### config.mk
export PLATFORM = sky130hd
export DESIGN_NAME = flash_seq_ctrl
export DESIGN_NICKNAME = d
export VERILOG_FILES = /design/src/rtl/flash_seq_ctrl.sv
export SDC_FILE = /design/constraint.sdc
export NUM_CORES = 1
export LEC_CHECK = 0
export CAP_MARGIN = 20
export CORE_MARGIN = 8
export CORE_UTILIZATION = 48
export CTS_CLUSTER_DIAMETER = 60
export DETAILED_ROUTE_END_ITERATION = 8
export GPL_ROUTABILITY_DRIVEN = 1
export PLACE_DENSITY = 0.8
export REMOVE_ABC_BUFFERS = 1
export SYNTH_ARGS = -nofsm -noshare
export SYNTH_HDL_FRONTEND = slang
export SYNTH_SLANG_ARGS = --single-unit
export TNS_END_PERCENT = 50
### constraint.sdc
create_clock -name clock24M -period 4.1 [get_ports clock24M]
set_input_delay 1.025 -clock clock24M [delete_from_list [all_inputs] [get_ports clock24M]]
set_output_delay 1.025 -clock clock24M [all_outputs]
set_load 0.02 [all_outputs]
### src/rtl/flash_seq_ctrl.sv
// Sequences SPI-flash read-ID, page read, sector erase and page program (WREN, op, status polls).
// Define FLASH_SEQ_TIMEOUT_EN to bound status polling at POLL_MAX and report err on timeout.
module flash_seq_ctrl #(
  parameter logic [15:0] POLL_MAX    = 16'd50000,
  parameter int          SR_BUSY_BIT = 0
) (
  input  logic        clock24M,
  input  logic        flash_rst,
  input  logic        start,
  input  logic [1:0]  op,
  input  logic [23:0] addr,
  output logic        busy,
  output logic        done,
  output logic        err,
  output logic [15:0] id_out,
  output logic [7:0]  rd_data,
  output logic        rd_valid,
  output logic [3:0]  cmd_type,
  output logic [7:0]  flash_cmd,
  output logic [23:0] flash_addr,
  input  logic        Done_Sig,
  input  logic [7:0]  mydata_o,
  input  logic        myvalid_o,
  output logic [2:0]  seq_state
);

  typedef enum logic [2:0] {
    S_IDLE   = 3'd0,
    S_WREN   = 3'd1,
    S_WREN_W = 3'd2,
    S_OP     = 3'd3,
    S_OP_W   = 3'd4,
    S_POLL   = 3'd5,
    S_POLL_W = 3'd6,
    S_FINISH = 3'd7
  } state_t;

  localparam logic [1:0] OP_RDID = 2'b00;
  localparam logic [1:0] OP_READ = 2'b01;

  localparam logic [2:0] T_WREN = 3'b001;
  localparam logic [2:0] T_RDSR = 3'b011;
  localparam logic [7:0] C_WREN = 8'h06;
  localparam logic [7:0] C_RDSR = 8'h05;

  state_t      r_state;
  logic [1:0]  r_op;
  logic [23:0] r_addr;
  logic        r_busy;
  logic        r_done;
  logic [15:0] r_id;
  logic [1:0]  r_id_cnt;
  logic        r_sr_busy;
  logic [3:0]  r_cmd_type;
  logic [7:0]  r_flash_cmd;
  logic [23:0] r_flash_addr;
  logic        w_rd_valid;
  logic        w_sr_busy;
`ifdef FLASH_SEQ_TIMEOUT_EN
  logic        r_err;
  logic [15:0] r_poll_cnt;
`endif

  // {type, cmd, addr} of the main operation for a given opcode
  function automatic logic [34:0] op_cmd(input logic [1:0] o, input logic [23:0] a);
    case (o)
      2'b00:   op_cmd = {3'b000, 8'h90, 24'h000000};
      2'b01:   op_cmd = {3'b110, 8'h03, a};
      2'b10:   op_cmd = {3'b010, 8'h20, a};
      default: op_cmd = {3'b101, 8'h02, a};
    endcase
  endfunction

  assign w_rd_valid = (r_state == S_OP_W) && (r_op == OP_READ) && myvalid_o;
  // Status byte may arrive in the same cycle as Done_Sig, so look through the capture register.
  assign w_sr_busy  = myvalid_o ? mydata_o[SR_BUSY_BIT] : r_sr_busy;

  always_ff @(posedge clock24M or posedge flash_rst) begin
    if (flash_rst) begin
      r_state      <= S_IDLE;
      r_op         <= 2'b00;
      r_addr       <= 24'h000000;
      r_busy       <= 1'b0;
      r_done       <= 1'b0;
      r_id         <= 16'h0000;
      r_id_cnt     <= 2'd0;
      r_sr_busy    <= 1'b0;
      r_cmd_type   <= 4'h0;
      r_flash_cmd  <= 8'h00;
      r_flash_addr <= 24'h000000;
`ifdef FLASH_SEQ_TIMEOUT_EN
      r_err        <= 1'b0;
      r_poll_cnt   <= 16'h0000;
`endif
    end else begin
      r_done        <= 1'b0;
      r_cmd_type[3] <= 1'b0;
      case (r_state)
        S_IDLE: begin
          if (start) begin
            r_op     <= op;
            r_addr   <= addr;
            r_busy   <= 1'b1;
            r_id_cnt <= 2'd0;
`ifdef FLASH_SEQ_TIMEOUT_EN
            r_err    <= 1'b0;
`endif
            if (op[1]) begin
              r_state <= S_WREN;
              {r_cmd_type, r_flash_cmd, r_flash_addr} <= {1'b1, T_WREN, C_WREN, 24'h000000};
`ifdef FLASH_SEQ_TIMEOUT_EN
              r_poll_cnt <= 16'h0000;
`endif
            end else begin
              r_state <= S_OP;
              {r_cmd_type, r_flash_cmd, r_flash_addr} <= {1'b1, op_cmd(op, addr)};
            end
          end
        end
        S_WREN: r_state <= S_WREN_W;
        S_WREN_W: begin
          if (Done_Sig) begin
            r_state <= S_OP;
            {r_cmd_type, r_flash_cmd, r_flash_addr} <= {1'b1, op_cmd(r_op, r_addr)};
          end
        end
        S_OP: r_state <= S_OP_W;
        S_OP_W: begin
          if (myvalid_o && (r_op == OP_RDID) && (r_id_cnt != 2'd2)) begin
            if (r_id_cnt == 2'd0) r_id[15:8] <= mydata_o;
            else                  r_id[7:0]  <= mydata_o;
            r_id_cnt <= r_id_cnt + 2'd1;
          end
          if (Done_Sig) begin
            if (r_op[1]) begin
              r_state <= S_POLL;
              {r_cmd_type, r_flash_cmd, r_flash_addr} <= {1'b1, T_RDSR, C_RDSR, 24'h000000};
            end else begin
              r_state <= S_FINISH;
              r_done  <= 1'b1;
              r_busy  <= 1'b0;
            end
          end
        end
        S_POLL: begin
          r_state <= S_POLL_W;
`ifdef FLASH_SEQ_TIMEOUT_EN
          r_poll_cnt <= r_poll_cnt + 16'd1;
`endif
        end
        S_POLL_W: begin
          if (myvalid_o) r_sr_busy <= mydata_o[SR_BUSY_BIT];
          if (Done_Sig) begin
            if (!w_sr_busy) begin
              r_state <= S_FINISH;
              r_done  <= 1'b1;
              r_busy  <= 1'b0;
`ifdef FLASH_SEQ_TIMEOUT_EN
            end else if (r_poll_cnt >= POLL_MAX) begin
              r_state <= S_FINISH;
              r_done  <= 1'b1;
              r_busy  <= 1'b0;
              r_err   <= 1'b1;
`endif
            end else begin
              r_state <= S_POLL;
              {r_cmd_type, r_flash_cmd, r_flash_addr} <= {1'b1, T_RDSR, C_RDSR, 24'h000000};
            end
          end
        end
        S_FINISH: r_state <= S_IDLE;
        default: begin
          r_state <= S_IDLE;
          r_busy  <= 1'b0;
        end
      endcase
    end
  end

  assign busy       = r_busy;
  assign done       = r_done;
  assign id_out     = r_id;
  assign rd_valid   = w_rd_valid;
  assign rd_data    = w_rd_valid ? mydata_o : 8'h00;
  assign cmd_type   = r_cmd_type;
  assign flash_cmd  = r_flash_cmd;
  assign flash_addr = r_flash_addr;
  assign seq_state  = r_state;
`ifdef FLASH_SEQ_TIMEOUT_EN
  assign err        = r_err;
`else
  assign err        = 1'b0;
`endif

endmodule

Yosys cells after proc, flatten, opt, wreduce, memory -nomap -nowiden
Index checks and enable logic that the tools add are counted.
{"block": "word_totals", "register_bits": 86}
{"block": "classes", "addsub": 1, "eq_ne": 21, "muxes": 50, "bitwise_logic": 1, "reduce_logical": 18}
{"op": "35-bit case mux with 3 select lines", "count": 2}
{"op": "24-bit two-way mux", "count": 7}
{"op": "24-bit case mux with 4 select lines", "count": 1}
{"op": "8-bit two-way mux", "count": 8}
{"op": "8-bit case mux with 4 select lines", "count": 1}
{"op": "4-bit two-way mux", "count": 6}
{"op": "3-bit case mux with 8 select lines", "count": 1}
{"op": "2-bit != test, second input constant", "count": 9}
{"op": "4-bit case mux with 4 select lines", "count": 1}
{"op": "3-bit two-way mux", "count": 5}
{"op": "3-bit == test, second input constant", "count": 4}
{"op": "1-bit two-way mux", "count": 10}
{"op": "2-bit two-way mux", "count": 5}
{"op": "3-bit AND reduction", "count": 3}
{"op": "7-bit AND reduction", "count": 1}
{"op": "3-bit by 2-bit == test with 1-bit output, second input constant", "count": 2}
{"op": "2-bit logical NOT", "count": 3}
{"op": "6-bit AND reduction", "count": 1}
{"op": "2-bit by 1-bit == test with 1-bit output, second input constant", "count": 2}
{"op": "2-bit == test, second input constant", "count": 2}
{"op": "1-bit logical AND", "count": 4}
{"op": "2-bit case mux with 2 select lines", "count": 1}
{"op": "4-bit AND reduction", "count": 1}
{"op": "4-bit nonzero test", "count": 1}
{"op": "other kinds (10)", "count": 10}

Depth between registers and ports, before layout
Gate-level depths: netlist (run 1).
{"block": "depth", "depth_word": 5, "depth_mapped": 8}

Least setup slack after synthesis (run 1)
No wires, ideal clock.
{"block": "synth_path", "kind": "input port to output port", "start": "input port myvalid_o", "end": "output port rd_data[0]", "arrival_time_ns": 1.755, "required_ns": 3.075, "slack_ns": 1.320, "stages": 3, "path_buffers": 1, "cell_sequence": "and3_1 > clkbuf_1 > and2_1"}
{"block": "synth_between", "elab_chain_cells": 2}
{"item": "start: declaration", "line_no": "23", "source": "input logic myvalid_o,"}
{"item": "1-bit logical AND", "line_no": "74", "source": "assign w_rd_valid = (r_state == S_OP_W) && (r_op == OP_READ) && myvalid_o;"}
{"item": "net rd_valid", "line_no": "17", "source": "output logic rd_valid,"}
{"item": "8-bit two-way mux", "line_no": "184", "source": "assign rd_data = w_rd_valid ? mydata_o : 8'h00;"}
{"item": "end: declaration", "line_no": "16", "source": "output logic [7:0] rd_data,"}
The timed path passes the listed nets, and every way through them passes these cells.

Worst setup path after layout (run 1)
{"block": "layout_path", "start": "input port myvalid_o", "end": "output port rd_data[4]"}
{"block": "layout_between", "elab_chain_cells": 2}
{"item": "1-bit logical AND", "line_no": "74"}
{"item": "8-bit two-way mux", "line_no": "184"}
No other way between the ends.

==> out/results.txt, run 1 <==
status -> finished clean
Mapped Area -> 3880 um2
Finished Cell Area -> 5100 um2
most common cell in the synthesized netlist -> nand2_1
Yosys reg bits -> 83
Synth Flop Type -> dfrtp_1
EDFF count, synth -> 0
critical path arrival -> 2.66 ns
Max Fclk -> 0.271 GHz
area grow syn2layout -> 31.3%
DP Wirelength -> 6.22 mm
CTS root buffer -> clkbuf_8
die height -> 106 um
postcts setup bufs -> 0
area leader, netlist -> dfrtp_1
DRC viols -> 0
cts repair resizes -> 0
Core Area -> 8010 um2
CP Launch Type -> primary input
cell row count -> 33
CTS Buffer Depth -> 2
RSZ-0062 raised after global routing -> false
ANT cells -> 0
HP Class -> reg -> reg
sequential power share -> 37.6%
Port Buffer Count -> 102
Net Sw Power -> 1.37 mW
initial core utilization -> 48.5%
Pwr Total -> 3.62 mW
worst skew pair latency -> 0.33 ns
Fin. Hold Viols -> 0
layout cell share with drive strength beyond 1 -> 16.6%
post-synth cell types -> 38
Clk pin slew, worst setup/hold paths -> 0.09 ns
clock sinks -> 83
Worst Skew -> 0.00822 ns
max cap viols -> 0
die width -> 106 um
Clock Power Share -> 14.9%
Pwr Density -> 710 nW/um2
initial antenna violation count -> 0
post-synth top area share -> 53.5%
largest net degree at the start of global routing -> 36
Comb power frac -> 47.5%
vias in the first global route -> 2951
internal power -> 2.25 mW
Final setup viols -> 0
First-pass DRT Iterations -> 4
Leak -> 2.37 nW
crit-path max FO -> 9
H-tree lvl count -> 3
Setup Total Neg Slack -> 0 ns
synth top area cells -> dfrtp_1, mux2_4, nand2_1
Yosys warning count -> 0
Total GRT Usage -> 16.2%
Post-CTS Hold Buffers -> 0
vias -> 2706
CTS Buf Count -> 9
top cells by count, synth -> nand2_1, dfrtp_1, mux2_4
Max IR drop VDD -> 0.690 mV
Final period util -> 90.0%
io pins -> 106
min Tclk post-route -> 3.69 ns
ANT nets after route -> 0
Slew Limit Fails -> 0
die area -> 11200 um2
Mapped Avg Cell Area -> 11.9 um2
vias per std cell -> 5.07
Slew @ Worst Pin -> 1.01 ns
Crit Path Class -> in -> out
Slew headroom -> 32.4%
post-DR wirelength/cell -> 16.4 um
Initial DRC Count -> 99
Post-Syn Instances -> 327
grt total ovfl -> 0
nets -> 469
Post-synth ARST share -> 100%
WP data required -> 3.07 ns
first-pass GRT wire length -> 14.8 mm
placed cell area -> 4920 um2
utilization after layout -> 63.7%
drt total wl -> 8.76 mm
sequential area share after synthesis -> 53.5%
CP Capture Type -> output port
Placer Congestion -> 0.780
switching share of power -> 37.9%
CTS tree -> done
[layout by cell type (no fill, tap or decap), types with 3 or more instances in the layout]
master,count
nor2_1,5
clkinv_2,3
nor2b_1,3
nand2_1,84
inv_1,6
mux2_2,17
and2_1,9
dfrtp_1,83
ha_1,6
a21oi_1,3
a22o_1,24
conb_1,3
mux2_4,27
clkdlybuf4s50_1,102
buf_4,4
mux2i_1,3
clkbuf_8,11
o21ai_0,8
[cells by family (layout without fill, tap and decap cells)]
family / count (synthesis) / count (layout) / share of synthesized area [%]
simple gates: 111 / 111 / 12.8
flops: 83 / 83 / 53.5
compound gates: 48 / 48 / 10.0
mux: 47 / 47 / 16.1
buf+inv: 30 / 130 / 5.32
fa+ha+maj: 6 / 6 / 1.93
other cells: 1 / 3 / 0.0966
xor+xnor: 1 / 1 / 0.226
[worst max-delay path: stages]
cell and delay [ns]:
clkdlybuf4s50_1 0.52, and3_1 0.32, and2_1 0.17, clkdlybuf4s50_1 0.62
[power groups by stage]
stage / registers (mW) / clock network [mW] / logic [mW]
after global placement: 1.36 / 0 / 1.70
after global routing: 1.41 / 0.587 / 1.86
after floorplan: 1.57 / 0 / 0.846
final: 1.36 / 0.541 / 1.72
after detailed placement: 1.37 / 0 / 1.74
after CTS: 1.36 / 0.552 / 1.74
[sequential cells by signal, summed over array words and instances, names as in the netlist]
register / cells
flash_cmd: 5
busy: 1
r_id_cnt: 2
cmd_type: 4
r_addr: 24
r_sr_busy: 1
id_out: 16
r_op: 2
flash_addr: 24
done: 1
seq_state: 3
[final timing paths]
check,start,end,slack (ns),cells after the start
setup / recovery,myvalid_o,rd_data[4],0.41,4
hold / removal,r_addr[8],r_addr[8],0.48,2
setup reg to reg,seq_state[1],flash_addr[21],1.48,4
hold reg to reg,r_addr[8],r_addr[8],0.48,2
max in group asynchronous,flash_rst,seq_state[0],2.29,3
min in group asynchronous,flash_rst,flash_addr[8],1.06,2
[layout make-up]
| type | count | area, um2 |
|---|---|---|
| multi-input cells | 216 | 1620 |
| fillers | 637 | 2910 |
| inverters | 8 | 36.3 |
| repair buffers | 106 | 1050 |
| well taps | 105 | 131 |
| clock inverters | 4 | 25.0 |
| flip-flops and latches | 83 | 2080 |
| clock buffers | 12 | 155 |
[metal layers]
metal  global-route usage (%)  share of wire [%]  wire [um]  vias up
met3                     3.69                4.5        395        8
li1                         -                  -          -     1303
met1                     19.6                 45       3910     1333
met4                     5.43                1.0         91        0
met2                     27.7                 50       4360       62
met5                        0                  0          0        -
[metrics by stage]
| stage | hold WS [ns] | std cells | worst slack, ns |
|---|---|---|---|
| after CTS | 0.483 | 534 | 0.399 |
| after global placement | 0.458 | 518 | 0.472 |
| after detailed placement | 0.463 | 518 | 0.408 |
| after floorplan | 0.447 | 307 | 0.152 |
| after global routing | 0.511 | 534 | 0.319 |
| final | 0.480 | 534 | 0.410 |
(Power assumes the default switching activity.)
==> run 2, diff against run 1 <==
- CORE_ASPECT_RATIO: default -> 0.75
- CORE_UTILIZATION: 48 -> 40
- PLACE_DENSITY: 0.8 -> 0.68
==> run 2 against run 1 <==
Compared with the run above:
- combinational power about the same
- non-clock buffer count is the same
- final cell count is 4.9% higher
- hold slack got worse by 0.0049 ns
- clock skew shrank 0.0032 ns
- sequential power is essentially flat
- sequential share of layout area is 1.2 points lower
- die area is 17% higher
- maximum frequency increased by 0.18%
- highest routed layer unchanged
- first-iteration DRC count rose by 29%
==> out/results.txt, run 2 (synthesis results as in run 1) <==
status -> finished clean
Port Buffer Count -> 102
CTS Buffer Depth -> 2
worst skew pair latency -> 0.33 ns
RSZ-0062 raised after global routing -> false
most frequent cells in the layout -> clkdlybuf4s50_1, nand2_1, dfrtp_1
io pins -> 106
min Tclk post-route -> 3.68 ns
Place WS -> 0.386 ns
Pwr Density -> 741 nW/um2
First-pass DRT Iterations -> 4
ANT cells -> 0
DP Wirelength -> 6.40 mm
max cap viols -> 0
Core Area -> 9540 um2
ANT nets after route -> 0
crit-path max FO -> 9
initial core utilization -> 40.7%
DRC viols -> 0
drt total wl -> 9.04 mm
Final setup viols -> 0
fillcell total -> 884
vias -> 2734
Total GRT Usage -> 14.2%
multi-input logic area -> 1620 um2
initial antenna violation count -> 0
H-tree lvl count -> 3
CTS root buffer -> clkbuf_16
CTS Buf Count -> 9
R2R depth -> 4
most common cell after layout, fill and taps aside -> clkdlybuf4s50_1
die height -> 101 um
first-pass GRT wire length -> 14.7 mm
postcts setup bufs -> 0
Initial DRC Count -> 128
CP Launch Type -> primary input
vias in the first global route -> 2866
Fin. Hold Viols -> 0
area grow syn2layout -> 35.3%
Slew headroom -> 28.1%
HP Class -> reg -> reg
Max IR drop VDD -> 0.476 mV
worst setup path endpoint -> rd_data[6]
cell row count -> 31
Critical R2R Capture -> flash_addr[6]
post-DR wirelength/cell -> 16.1 um
Max Fclk -> 0.272 GHz
worst setup margin -> 0.417 ns
register area -> 2080 um2
Setup Total Neg Slack -> 0 ns
largest net degree at the start of global routing -> 36
Layout Cells excl Fill -> 560
die area -> 13200 um2
cts repair resizes -> 0
Post-CTS Hold Buffers -> 0
clock sinks -> 83
die width -> 130 um
Leak -> 2.43 nW
vias per std cell -> 4.88
placed insts -> 545
CTS tree -> done
CP Capture Type -> output port
grt total ovfl -> 0
Final period util -> 89.8%
layout cell share with drive strength beyond 1 -> 16.6%
Worst R2R Setup Slack -> 1.45 ns
nets -> 469
Slew @ Worst Pin -> 1.08 ns
Crit Path Class -> in -> out
WP data required -> 3.07 ns
Worst R2R Start -> seq_state[1]
Pwr Total -> 3.89 mW
critical path startpoint -> myvalid_o
Clk pin slew, worst setup/hold paths -> 0.06 ns
Slew Limit Fails -> 0
critical path arrival -> 2.66 ns
Worst Skew -> 0.00499 ns
Placer Congestion -> 0.790
run 2: changes by cell type in the layout (fill, tap and decap cells not counted):
cell / delta
bufinv_16: +1
clkbuf_1: -1
clkbuf_16: +9
clkbuf_8: -9
clkinv_2: -1
run 2: report_power, final:
| part | switching, mW | leakage (nW) | total, mW | internal [mW] |
|---|---|---|---|---|
| Clock | 0.309 | 0.144 | 0.809 | 0.500 |
| Sequential | 0.221 | 1.07 | 1.37 | 1.14 |
| Combinational | 0.864 | 1.21 | 1.72 | 0.857 |
| Total | 1.39 | 2.43 | 3.89 | 2.50 |
run 2: worst max-delay path: stages:
cell             delay [ns]
clkdlybuf4s50_1        0.51
and3_1                 0.33
and2_1                 0.19
clkdlybuf4s50_1        0.61
run 2: layout make-up:
| cell class | count | share of cell area, % |
|---|---|---|
| clock buffer | 11 | 4.81 |
| timing repair buffer | 106 | 20.0 |
| tap | 132 | 3.14 |
| clock inverter | 4 | 0.952 |
| inverter | 8 | 0.690 |
| sequential | 83 | 39.5 |
| multi-input combinational | 216 | 30.9 |
run 2: how the worst min path moves through the flow:
stage	end	depth (start not counted)	slack, ns	startpoint
global placement	r_addr[18]	2	0.46	r_addr[18]
global route	r_addr[10]	2	0.49	r_addr[10]
CTS	r_addr[18]	2	0.48	r_addr[18]
finish	r_addr[18]	2	0.48	r_addr[18]
detailed placement	r_addr[18]	2	0.46	r_addr[18]
floorplan	r_addr[0]	2	0.45	r_addr[0]
run 2: layer usage:
| metal | GRT usage, % | vias up | wire length (um) |
|---|---|---|---|
| li1 | - | 1304 | - |
| met1 | 18.1 | 1341 | 4180 |
| met2 | 23.4 | 79 | 4210 |
| met3 | 4.47 | 10 | 584 |
| met4 | 3.02 | 0 | 63 |
| met5 | 0 | - | 0 |
run 2: metrics by stage:
stage | utilization, % | area (um2) | hold slack, ns
5_1_grt | 55.1 | 5260 | 0.493
3_3_place_gp | 51.9 | 4950 | 0.457
3_5_place_dp | 51.9 | 4950 | 0.463
6_report | 55.1 | 5260 | 0.475
4_1_cts | 55.1 | 5260 | 0.477
2_1_floorplan | - | 3720 | 0.447
==> run 3, diff against run 2 <==
- GPL_TIMING_DRIVEN: default -> 0
==> run 3 against run 2 <==
Compared with the run above:
- final cell count increased by 0.36%
- clock power fell by 2.8%
- die area did not move
- hold slack about the same
- worst setup slack got worse by 0.017 ns
- critical path type unchanged
- final area up 0.52%
- sequential power hardly changed
- critical path depth unchanged
- non-clock buffer count grew 1
- global-route usage up 0.072 points
==> out/results.txt, run 3 (synthesis results as in run 1) <==
status -> finished clean
ANT nets after route -> 0
clock sinks -> 83
Max Fclk -> 0.270 GHz
largest net degree at the start of global routing -> 70
worst skew pair latency -> 0.33 ns
io pins -> 106
most frequent cells in the layout -> clkdlybuf4s50_1, nand2_1, dfrtp_1
Clk pin slew, worst setup/hold paths -> 0.06 ns
HP Class -> reg -> reg
die area -> 13200 um2
die height -> 101 um
placed insts -> 546
CTS tree -> done
CTS root buffer -> clkbuf_16
Core Area -> 9540 um2
multi-input logic area -> 1620 um2
Layout Cells excl Fill -> 562
CP Capture Type -> output port
vias -> 2719
Placer Congestion -> 0.774
Final period util -> 90.2%
layout cell share with drive strength beyond 1 -> 17.0%
Crit Path Class -> in -> out
min Tclk post-route -> 3.70 ns
WP data required -> 3.07 ns
die width -> 130 um
nets -> 470
vias in the first global route -> 2878
First-pass DRT Iterations -> 6
Max IR drop VDD -> 0.508 mV
CTS Buf Count -> 9
Finished Cell Area -> 5280 um2
max cap viols -> 0
H-tree lvl count -> 3
first-pass GRT wire length -> 14.7 mm
drt total wl -> 8.99 mm
CP Launch Type -> primary input
cts repair resizes -> 0
CTS Buffer Depth -> 2
Pwr Total -> 3.89 mW
placed cell area -> 4990 um2
Slew headroom -> 32.4%
critical path arrival -> 2.68 ns
area grow syn2layout -> 36.0%
Post-CTS Hold Buffers -> 0
Pwr Density -> 736 nW/um2
DRC viols -> 0
Slew Limit Fails -> 0
Port Buffer Count -> 102
Worst Skew -> 0.00391 ns
cell row count -> 31
fillcell total -> 837
postcts setup bufs -> 0
ANT cells -> 0
Total GRT Usage -> 14.3%
grt total ovfl -> 0
initial antenna violation count -> 0
most common cell after layout, fill and taps aside -> clkdlybuf4s50_1
register area -> 2080 um2
crit-path max FO -> 9
initial core utilization -> 40.7%
Leak -> 2.44 nW
DP Wirelength -> 6.38 mm
RSZ-0062 raised after global routing -> false
post-DR wirelength/cell -> 16.0 um
vias per std cell -> 4.84
Fin. Hold Viols -> 0
Initial DRC Count -> 124
Slew @ Worst Pin -> 1.01 ns
Final setup viols -> 0
-- run 3: through the flow --
stage | setup TNS, ns | hold WS, ns | util [%] | setup slack [ns]
final | 0 | 0.475 | 55.4 | 0.400
after global routing | 0 | 0.498 | 55.4 | 0.294
after CTS | 0 | 0.478 | 55.4 | 0.348
after detailed placement | 0 | 0.463 | 52.3 | 0.354
after global placement | -83.57 | 0.458 | 51.4 | -2.16
after floorplan | 0 | 0.447 | - | 0.152
-- run 3: path summary, 6_finish.rpt --
| check | to | depth (start not counted) | slack, ns | from |
|---|---|---|---|---|
| setup reg to reg | flash_addr[17] | 4 | 1.50 | seq_state[1] |
| hold / removal | r_addr[0] | 2 | 0.48 | r_addr[0] |
| hold reg to reg | r_addr[0] | 2 | 0.48 | r_addr[0] |
| max in group asynchronous | flash_cmd[2] | 3 | 2.54 | flash_rst |
| min in group asynchronous | cmd_type[3] | 2 | 0.98 | flash_rst |
| setup / recovery | rd_data[5] | 4 | 0.40 | myvalid_o |
-- run 3: cell type report --
| cell class | instances | share of cell area (%) |
|---|---|---|
| flip-flops and latches | 83 | 39.3 |
| multi-input cells | 216 | 30.7 |
| repair buffers | 107 | 20.6 |
| clock buffers | 9 | 4.26 |
| well taps | 132 | 3.13 |
| clock inverters | 7 | 1.30 |
| inverters | 8 | 0.711 |
-- run 3: report_power, final --
group	internal [mW]	switching, mW
combinational	0.868	0.875
sequential	1.14	0.217
clock	0.469	0.317
-- run 3: metal layers --
layer,part of all wire [%],global-route usage [%],vias to the layer above
met3,9.0,5.16,9
met4,0.89,3.56,0
met5,0,0,-
met1,44,17.8,1312
li1,-,-,1305
met2,47,23.2,93
-- run 3: critical path: stages --
cell and delay, ns:
clkdlybuf4s50_1 0.51, and3_1 0.34, and2_1 0.18, clkdlybuf4s50_1 0.61
